File: src/rtl/spi_const_seq_master.sv
// spi_const_seq_master: plays a compile-time table of N_PACKETS words, each N_BITS
// wide, MSB first on an SPI bus (CPHA=0). Each packet is routed to one of N_CS chip
// selects. The table runs once after reset when AUTO_START=1, and again on each
// start pulse received while idle.
// Optional feature: define SPI_READBACK_EN to capture spi_miso on every leading SCK
// edge. Each captured word is reported on rd_data/rd_idx with a one-cycle rd_valid.
module spi_const_seq_master #(
  parameter int CLK_DIV    = 6,
  parameter int N_BITS     = 16,
  parameter int N_PACKETS  = 2,
  parameter int N_CS       = 1,
  localparam int CSW       = (N_CS > 1) ? $clog2(N_CS) : 1,
  localparam int CNTW      = (N_PACKETS > 1) ? $clog2(N_PACKETS) : 1,
  parameter logic [N_BITS*N_PACKETS-1:0] DATA   = '0,
  parameter logic [N_PACKETS*CSW-1:0]    CS_MAP = '0,
  parameter bit CPOL       = 1'b0,
  parameter int GAP_CYCLES = 4,
  parameter bit AUTO_START = 1'b1
) (
  input  logic              clk,
  input  logic              reset,
  input  logic              start,
  output logic              busy,
  output logic              done,
  output logic              spi_clk,
  output logic [N_CS-1:0]   spi_ncs,
  output logic              spi_mosi,
  input  logic              spi_miso,
  output logic [N_BITS-1:0] rd_data,
  output logic [CNTW-1:0]   rd_idx,
  output logic              rd_valid
);

  typedef enum logic [2:0] {S_IDLE, S_SETUP, S_SHIFT, S_GAP, S_DONE} state_t;

  // One counter serves both the SCK half-period and the inter-packet gap.
  localparam int CMAX = (CLK_DIV > GAP_CYCLES) ? CLK_DIV : GAP_CYCLES;
  localparam int CW   = $clog2(CMAX + 1);
  localparam int BW   = (N_BITS > 1) ? $clog2(N_BITS) : 1;

  localparam logic [CW-1:0]   DIV_LAST = CW'(CLK_DIV - 1);
  localparam logic [CW-1:0]   GAP_LAST = CW'(GAP_CYCLES - 1);
  localparam logic [BW-1:0]   BIT_LAST = BW'(N_BITS - 1);
  localparam logic [CNTW-1:0] PKT_LAST = CNTW'(N_PACKETS - 1);

  state_t            state_q, state_d;
  logic [CW-1:0]     cnt_q, cnt_d;
  logic [BW-1:0]     bit_q, bit_d;
  logic              act_q, act_d;     // 1 while in the active (~CPOL) SCK half
  logic [CNTW-1:0]   pkt_q, pkt_d;
  logic [N_BITS-1:0] tx_q, tx_d;
  logic              auto_q, auto_d;   // pending power-on run
  logic              sck_d, mosi_d, busy_d, done_d;
  logic [N_CS-1:0]   ncs_d;
  logic              lead_edge;        // SCK goes active on this clock edge
  logic              shift_end;        // last bit of a packet finishes on this edge

  function automatic logic [N_BITS-1:0] word_of(input logic [CNTW-1:0] p);
    return DATA[int'(p)*N_BITS +: N_BITS];
  endfunction

  // Chip-select slots that point past N_CS leave every line high.
  function automatic logic [N_CS-1:0] ncs_of(input logic [CNTW-1:0] p);
    logic [CSW-1:0] sel;
    ncs_of = '1;
    sel    = CS_MAP[int'(p)*CSW +: CSW];
    for (int i = 0; i < N_CS; i++)
      if (int'(sel) == i) ncs_of[i] = 1'b0;
  endfunction

  // Next-state logic and next values of the registered bus outputs.
  always_comb begin
    state_d   = state_q;
    cnt_d     = cnt_q;
    bit_d     = bit_q;
    act_d     = act_q;
    pkt_d     = pkt_q;
    tx_d      = tx_q;
    auto_d    = auto_q;
    lead_edge = 1'b0;
    shift_end = 1'b0;
    case (state_q)
      S_IDLE: begin
        if (start || auto_q) begin
          state_d = S_SETUP;
          cnt_d   = '0;
          pkt_d   = '0;
          tx_d    = word_of('0);
          auto_d  = 1'b0;
        end
      end
      S_SETUP: begin
        if (cnt_q == DIV_LAST) begin
          state_d   = S_SHIFT;
          cnt_d     = '0;
          bit_d     = '0;
          act_d     = 1'b1;
          lead_edge = 1'b1;
        end else begin
          cnt_d = cnt_q + 1'b1;
        end
      end
      S_SHIFT: begin
        if (cnt_q != DIV_LAST) begin
          cnt_d = cnt_q + 1'b1;
        end else begin
          cnt_d = '0;
          if (act_q) begin
            // Trailing edge: present the next bit; the last bit is held through
            // its idle half, which serves as the chip-select hold time.
            act_d = 1'b0;
            if (bit_q != BIT_LAST) tx_d = tx_q << 1;
          end else if (bit_q == BIT_LAST) begin
            state_d   = S_GAP;
            shift_end = 1'b1;
          end else begin
            act_d     = 1'b1;
            bit_d     = bit_q + 1'b1;
            lead_edge = 1'b1;
          end
        end
      end
      S_GAP: begin
        if (cnt_q == GAP_LAST) begin
          cnt_d = '0;
          if (pkt_q == PKT_LAST) begin
            state_d = S_DONE;
          end else begin
            state_d = S_SETUP;
            pkt_d   = pkt_q + 1'b1;
            tx_d    = word_of(pkt_q + 1'b1);
          end
        end else begin
          cnt_d = cnt_q + 1'b1;
        end
      end
      S_DONE: begin
        state_d = S_IDLE;
        pkt_d   = '0;
        bit_d   = '0;
        act_d   = 1'b0;
      end
      default: state_d = S_IDLE;
    endcase

    busy_d = (state_d != S_IDLE);
    done_d = (state_d == S_DONE);
    sck_d  = (state_d == S_SHIFT && act_d) ? ~CPOL : CPOL;
    if (state_d == S_SETUP || state_d == S_SHIFT) begin
      ncs_d  = ncs_of(pkt_d);
      mosi_d = tx_d[N_BITS-1];
    end else begin
      ncs_d  = '1;
      mosi_d = 1'b0;
    end
  end

  // State, counters and registered bus outputs; reset aborts any transfer at once.
  always_ff @(posedge clk or negedge reset) begin
    if (!reset) begin
      state_q  <= S_IDLE;
      cnt_q    <= '0;
      bit_q    <= '0;
      act_q    <= 1'b0;
      pkt_q    <= '0;
      tx_q     <= '0;
      auto_q   <= AUTO_START;
      spi_clk  <= CPOL;
      spi_ncs  <= '1;
      spi_mosi <= 1'b0;
      busy     <= 1'b0;
      done     <= 1'b0;
    end else begin
      state_q  <= state_d;
      cnt_q    <= cnt_d;
      bit_q    <= bit_d;
      act_q    <= act_d;
      pkt_q    <= pkt_d;
      tx_q     <= tx_d;
      auto_q   <= auto_d;
      spi_clk  <= sck_d;
      spi_ncs  <= ncs_d;
      spi_mosi <= mosi_d;
      busy     <= busy_d;
      done     <= done_d;
    end
  end

`ifdef SPI_READBACK_EN
  logic [N_BITS-1:0] rx_q;

  // MISO capture on each leading SCK edge; the word is published when SHIFT ends.
  always_ff @(posedge clk or negedge reset) begin
    if (!reset) begin
      rx_q     <= '0;
      rd_data  <= '0;
      rd_idx   <= '0;
      rd_valid <= 1'b0;
    end else begin
      rd_valid <= shift_end;
      if (lead_edge) rx_q <= (rx_q << 1) | N_BITS'(spi_miso);
      if (shift_end) begin
        rd_data <= rx_q;
        rd_idx  <= pkt_q;
      end
    end
  end
`else
  logic [2:0] unused_rb;
  assign unused_rb = {spi_miso, lead_edge, shift_end};
  assign rd_data   = '0;
  assign rd_idx    = '0;
  assign rd_valid  = 1'b0;
`endif

endmodule

File: config.mk
export PLATFORM = sky130hd
export DESIGN_NAME = spi_const_seq_master
export DESIGN_NICKNAME = d
export VERILOG_FILES = /design/src/rtl/spi_const_seq_master.sv
export SDC_FILE = /design/constraint.sdc
export NUM_CORES = 1
export LEC_CHECK = 0
export ABC_AREA = 1
export ABC_CLOCK_PERIOD_IN_PS = 3400
export CORE_UTILIZATION = 35
export CTS_CLUSTER_DIAMETER = 40
export CTS_CLUSTER_SIZE = 25
export DETAILED_ROUTE_END_ITERATION = 7
export GPL_TIMING_DRIVEN = 0
export SLEW_MARGIN = 20
export SYNTH_ARGS = -nofsm -noshare
export SYNTH_HDL_FRONTEND = slang
export SYNTH_SLANG_ARGS = --single-unit
File: constraint.sdc
create_clock -name clk -period 3.4 [get_ports clk]
set_input_delay 0.68 -clock clk [delete_from_list [all_inputs] [get_ports clk]]
set_output_delay 0.68 -clock clk [all_outputs]
set_load 0.03 [all_outputs]
==> results.yml, run 1 <==
detailed_routing:
  drtIter0Drc: 22
  wl_um: 3000
  vias: 1301
  dr.pass1.iters: 4
  wl_per_cell_um: 9.60
  viasPerCell: 4.17
  drcViolationCount: 0
  postRouteAntennaNets: 0
setup_path:
  cp_slowest_cell: "clkdlybuf4s50_1"
  cpPeakStageDelay_ns: 0.67
  crit_end: "spi_ncs"
  worstSetupEndpointType: "output pin"
  crit_type: "flip-flop to output pin"
  start_kind: "flip-flop"
  critical_path_cell_count: 1
  cp_top_family: "buffers and inverters"
  worstPathRequired_ns: 2.72
  crit_arrival_ns: 1.46
  path_max_fanout: 1
  path_cells: "clkdlybuf4s50_1"
  r2r-start: "cnt_q[1]"
  cp-startpoint: "spi_ncs"
  reg2reg_depth: 9
  r2r_end: "tx_q[12]"
  regToRegSetupSlack_ns: 1.71
  path_buf_inv: 1
pwr:
  powerDensity_nw_per_um2: 391
  totalPowerFinal_uw: 827
  p_leak_nw: 1.12
  ir_worst_vdd_mv: 0.221
sta:
  final-max-slew-violation-count: 0
  rsz0062_at_grt: "false"
  skew_ns: 0.00771
  period_needed_ns: 2.14
  max_freq_ghz: 0.468
  fin_crit_sh_pct: 62.9
  tns_ns: 0
  final_hold_viol_count: 0
  setup-violations-final: 0
floorplanning:
  start_util_pct: 36.9
  core_sq_um: 4790
  ios: 27
  die_w_um: 73.0
  die_height_um: 73.0
  std_cell_rows: 25
  die_area_sq_um: 5340
finish:
  nets: 253
  syn_to_final_growth_pct: 19.8
  n_antenna_cell: 0
  ff_latch_area_sq_um: 828
  fillCellCount: 498
  drive_gt1_share_pct: 24.5
  multiInputGateArea_sq_um: 758
  final_common_cell: "nand2_1"
  layout_common_cells: "nand2_1 (62), dfrtp_1 (31), inv_1 (21)"
clocking:
  ctsHoldBuffers: 0
  clockBufferDepth: 2
  tritoncts: "yes"
  root_buffer: "clkbuf_8"
  cts_inserted_buffers: 5
  clock_latency_ns: 0.29
  htree_levels: 2
  post_cts_buffers: 0
  clkSinkCount: 33
  path_clk_slew_ns: 0.07
  ctsResizeCount: 0
synthesis:
  syn-instance-count: 212
  ys_ff_latch: 33
  syn_avg_cell_area_sq_um: 8.33
  synthTopCellsByArea: "dfrtp_1 (44%), nand2_1 (13%), buf_4 (7.6%), nand2_2 (5.0%), inv_1 (4.5%)"
  yosysWarnings: 0
  ys_seq_area_share_pct: 46.9
  synth_top_area_share_pct: 43.9
  synth_area_sq_um: 1770
  yosysUniqueCellTypes: 30
  synth_top_cell_by_area: "dfrtp_1"
status:
  status: "completed"
hold_path:
  min-delay-path-class: "input port to async pin"
global_route:
  antenna_found_initial: 0
  grt_max_degree: 27
  grtUsageTotal_pct: 12.8
  grt_pass1_vias: 1131
  overflow: 0
  grt_pass1_wl_um: 5130
run:
  cap_violations: 0
place:
  post-dp-hpwl_um: 2270
  globalplace.congestion: 0.812
  io_buffers: 7
-- kinds of logic (layout without fill, tap and decap cells) --
logic type,Yosys count,count (layout),share of synthesized area [%]
AND/OR/NAND/NOR,109,109,28.7
flip-flops,33,33,46.9
XOR/XNOR,1,1,0.496
other,1,18,0.212
buffers and inverters,44,60,13.8
AO/OA/AOI/OAI,19,19,6.37
adder cells (fa/ha/maj),5,5,3.54
-- worst min path at each step --
stage	from	endpoint	slack [ns]	depth (start not counted)
6_report	reset	bit_q[3]	0.24	1
5_1_grt	reset	bit_q[3]	0.25	1
4_1_cts	reset	bit_q[3]	0.24	1
3_5_place_dp	tx_q[3]	tx_q[3]	0.46	2
3_3_place_gp	tx_q[3]	tx_q[3]	0.46	2
2_1_floorplan	reset	act_q	0.38	0
-- per-stage QoR --
step	util [%]	area (sq um)	worst slack [ns]	hold slack (ns)	cells
2_1_floorplan	-	1830	1.95	0.384	229
3_3_place_gp	41.5	1980	0.931	0.460	303
3_5_place_dp	41.8	2000	1.28	0.462	304
4_1_cts	44.2	2120	1.25	0.242	312
5_1_grt	44.2	2120	1.25	0.247	312
6_report	44.2	2120	1.26	0.241	312
-- metal layers --
metal  up-vias  global-route usage (%)  part of all wire (%)
met5         -                       0                     0
met2        28                    18.5                    43
li1        684                       -                     -
met4         0                    7.19                   2.3
met3         7                    2.90                   3.7
met1       582                    17.5                    51
-- sequential cells by signal, summed over array words and instances, names as in the netlist --
name,flops
bit_q,4
pkt_q,1
busy,1
state_q,3
spi_clk,1
spi_mosi,1
act_q,1
spi_ncs,1
auto_q,1
done,1
tx_q,15
cnt_q,3
-- power breakdown --
part           switching [mW]  internal (mW)  leakage (nW)
Combinational          0.0372         0.0182         0.685
Sequential                  0          0.393         0.376
Clock                   0.140          0.239        0.0585
-- synth_stat cells, drive strengths merged --
| cell | n |
|---|---|
| a21oi | 4 |
| a31oi | 1 |
| and2 | 1 |
| buf | 20 |
| conb | 1 |
| dfrtp | 31 |
| dfstp | 2 |
| ha | 5 |
| inv | 24 |
| nand2 | 76 |
| nand3 | 14 |
| nand4 | 2 |
| nor2 | 12 |
| nor3 | 1 |
| o21ai | 11 |
| o22ai | 2 |
| o31ai | 1 |
| or2 | 3 |
| xnor2 | 1 |
-- final cells by class --
class                           count  share of cell area, %
Buffer                             20                   7.16
Timing Repair Buffer                8                   4.02
Clock inverter                      1                   1.42
Inverter                           24                   4.38
Sequential cell                    33                   39.1
Tap cell                           67                   3.96
Multi-Input combinational cell    152                   35.8
Clock buffer                        7                   4.08
No activity file was read; power rests on OpenSTA's default activity.
==> run 2, diff against run 1 <==
Settings changed: ABC_CLOCK_PERIOD_IN_PS 3400 to 1800.
Clock period 3.4 ns to 1.8 ns, I/O delays scaled along.
==> run 2 against run 1 <==
Hold slack better by 0.22 ns. Cell count up 0.64%. Register-to-register slack worse by 1.5 ns. Clock power up 89%. Clock skew down 0.0028 ns. Total power up 89%. Global-route usage unchanged. Setup slack worse by 1.1 ns. Clock-buffer cell count unchanged. Via count up 0.31%. Sequential power up 89%. Largest power group unchanged.
==> results.yml, run 2 (same netlist as run 1, synthesis figures left out) <==
status:
  status: "completed"
sta:
  fin_crit_sh_pct: 91.5
  period_needed_ns: 1.65
  skew_ns: 0.00496
  rsz0062_at_grt: "false"
  max_freq_ghz: 0.607
  final-max-slew-violation-count: 0
  final_hold_viol_count: 0
  setup-violations-final: 0
clocking:
  path_clk_slew_ns: 0.07
  cts_inserted_buffers: 5
  htree_levels: 2
  clockBufferDepth: 2
  root_buffer: "clkbuf_8"
  clkSinkCount: 33
  clock_latency_ns: 0.28
  tritoncts: "yes"
floorplanning:
  die_area_sq_um: 5340
  std_cell_rows: 25
  core_sq_um: 4790
  start_util_pct: 36.9
  ios: 27
  die_w_um: 73.0
  die_height_um: 73.0
detailed_routing:
  postRouteAntennaNets: 0
  dr.pass1.iters: 4
  viasPerCell: 4.16
  drtIter0Drc: 24
  wl_per_cell_um: 9.78
  wl_um: 3070
  drcViolationCount: 0
  vias: 1305
finish:
  fillCellCount: 496
  syn_to_final_growth_pct: 21.2
  drive_gt1_share_pct: 26.3
  top_regs: "tx_q: 15 flops, bit_q: 4 flops"
  largest_register: "tx_q"
  layout_common_cells: "nand2_1 (62), dfrtp_1 (31), inv_1 (20)"
  multiInputGateArea_sq_um: 766
  final_common_cell: "nand2_1"
  nets: 255
  stdcell_count: 314
  ff_latch_area_sq_um: 828
  largest_reg_flops: 15
  n_antenna_cell: 0
setup_path:
  crit_arrival_ns: 1.29
  path_cells: "clkdlybuf4s50_1"
  cp_slowest_cell: "clkdlybuf4s50_1"
  crit_type: "flip-flop to output pin"
  start_kind: "flip-flop"
  path_buf_inv: 1
  worstPathRequired_ns: 1.44
  cp_top_family: "buffers and inverters"
  cpPeakStageDelay_ns: 0.67
  path_max_fanout: 1
  worstSetupEndpointType: "output pin"
place:
  place_inst: 304
  post-dp-hpwl_um: 2270
  io_buffers: 7
  globalplace.congestion: 0.812
global_route:
  antenna_found_initial: 0
  met3_usage_pct: 2.90
  busiest_layer: "met2"
  gr-usage-met1_pct: 17.5
  overflow: 0
  grtUsageTotal_pct: 12.8
  met2_usage_pct: 18.5
  grt_pass1_vias: 1132
  grt_max_degree: 27
  grt_pass1_wl_um: 5130
pwr:
  p_leak_nw: 1.13
  powerDensity_nw_per_um2: 730
  ir_worst_vdd_mv: 0.418
  totalPowerFinal_mw: 1.56
run:
  cap_violations: 0
hold_path:
  min-delay-path-class: "input port to async pin"
## run 2: path summary, 6_finish.rpt
kind                               start  endpoint  slack, ns  cells past startpoint
worst max-delay path             spi_clk   spi_clk       0.15                      1
worst min-delay path               reset  bit_q[3]       0.46                      2
worst max register to register  cnt_q[1]  tx_q[11]       0.19                      9
worst min register to register   tx_q[3]   tx_q[3]       0.47                      2
max in group asynchronous          reset   spi_ncs       0.88                      3
min in group clk                 tx_q[3]   tx_q[3]       0.47                      2
## run 2: final cells by class
cell class              instances  area share [%]
plain buffers                  20            7.18
clock buffers                   7            4.03
clock inverters                 1            1.40
inverters                      24            4.32
multi-input cells             152            35.7
flip-flops and latches         33            38.7
well taps                      67            3.91
repair buffers                 10            4.73
## run 2: stage by stage
stage	utilization (%)	cell area (sq um)	setup WS, ns	TNS (ns)	hold WS [ns]
floorplan	-	1830	0.354	0	0.0644
global placement	41.5	1980	-0.349	-10.82	0.460
detailed placement	41.8	2000	-0.00400	-0.0120	0.231
CTS	44.4	2120	0.0879	0	0.455
global route	44.8	2140	0.0189	0	0.473
finish	44.8	2140	0.152	0	0.458
## run 2: per-layer routing
metal | share of wire (%) | wire [um] | vias to the layer above
li1 | - | - | 689
met1 | 51 | 1560 | 584
met2 | 43 | 1330 | 25
met3 | 3.4 | 105 | 7
met4 | 2.4 | 74 | 0
met5 | 0 | 0 | -
## run 2: report_power, final
group | switching, mW | leakage [nW] | internal [mW] | total, mW
clock | 0.264 | 0.0585 | 0.451 | 0.715
sequential | 0 | 0.376 | 0.742 | 0.742
combinational | 0.0705 | 0.693 | 0.0357 | 0.106
total | 0.334 | 1.13 | 1.23 | 1.56
## run 2: repair_timing
action,in CTS,in global routing
setup buffers,0,1
endpoints found under the setup margin,1,10
hold buffers,1,0
gates resized for setup,1,5
endpoints found under the hold margin,7,0
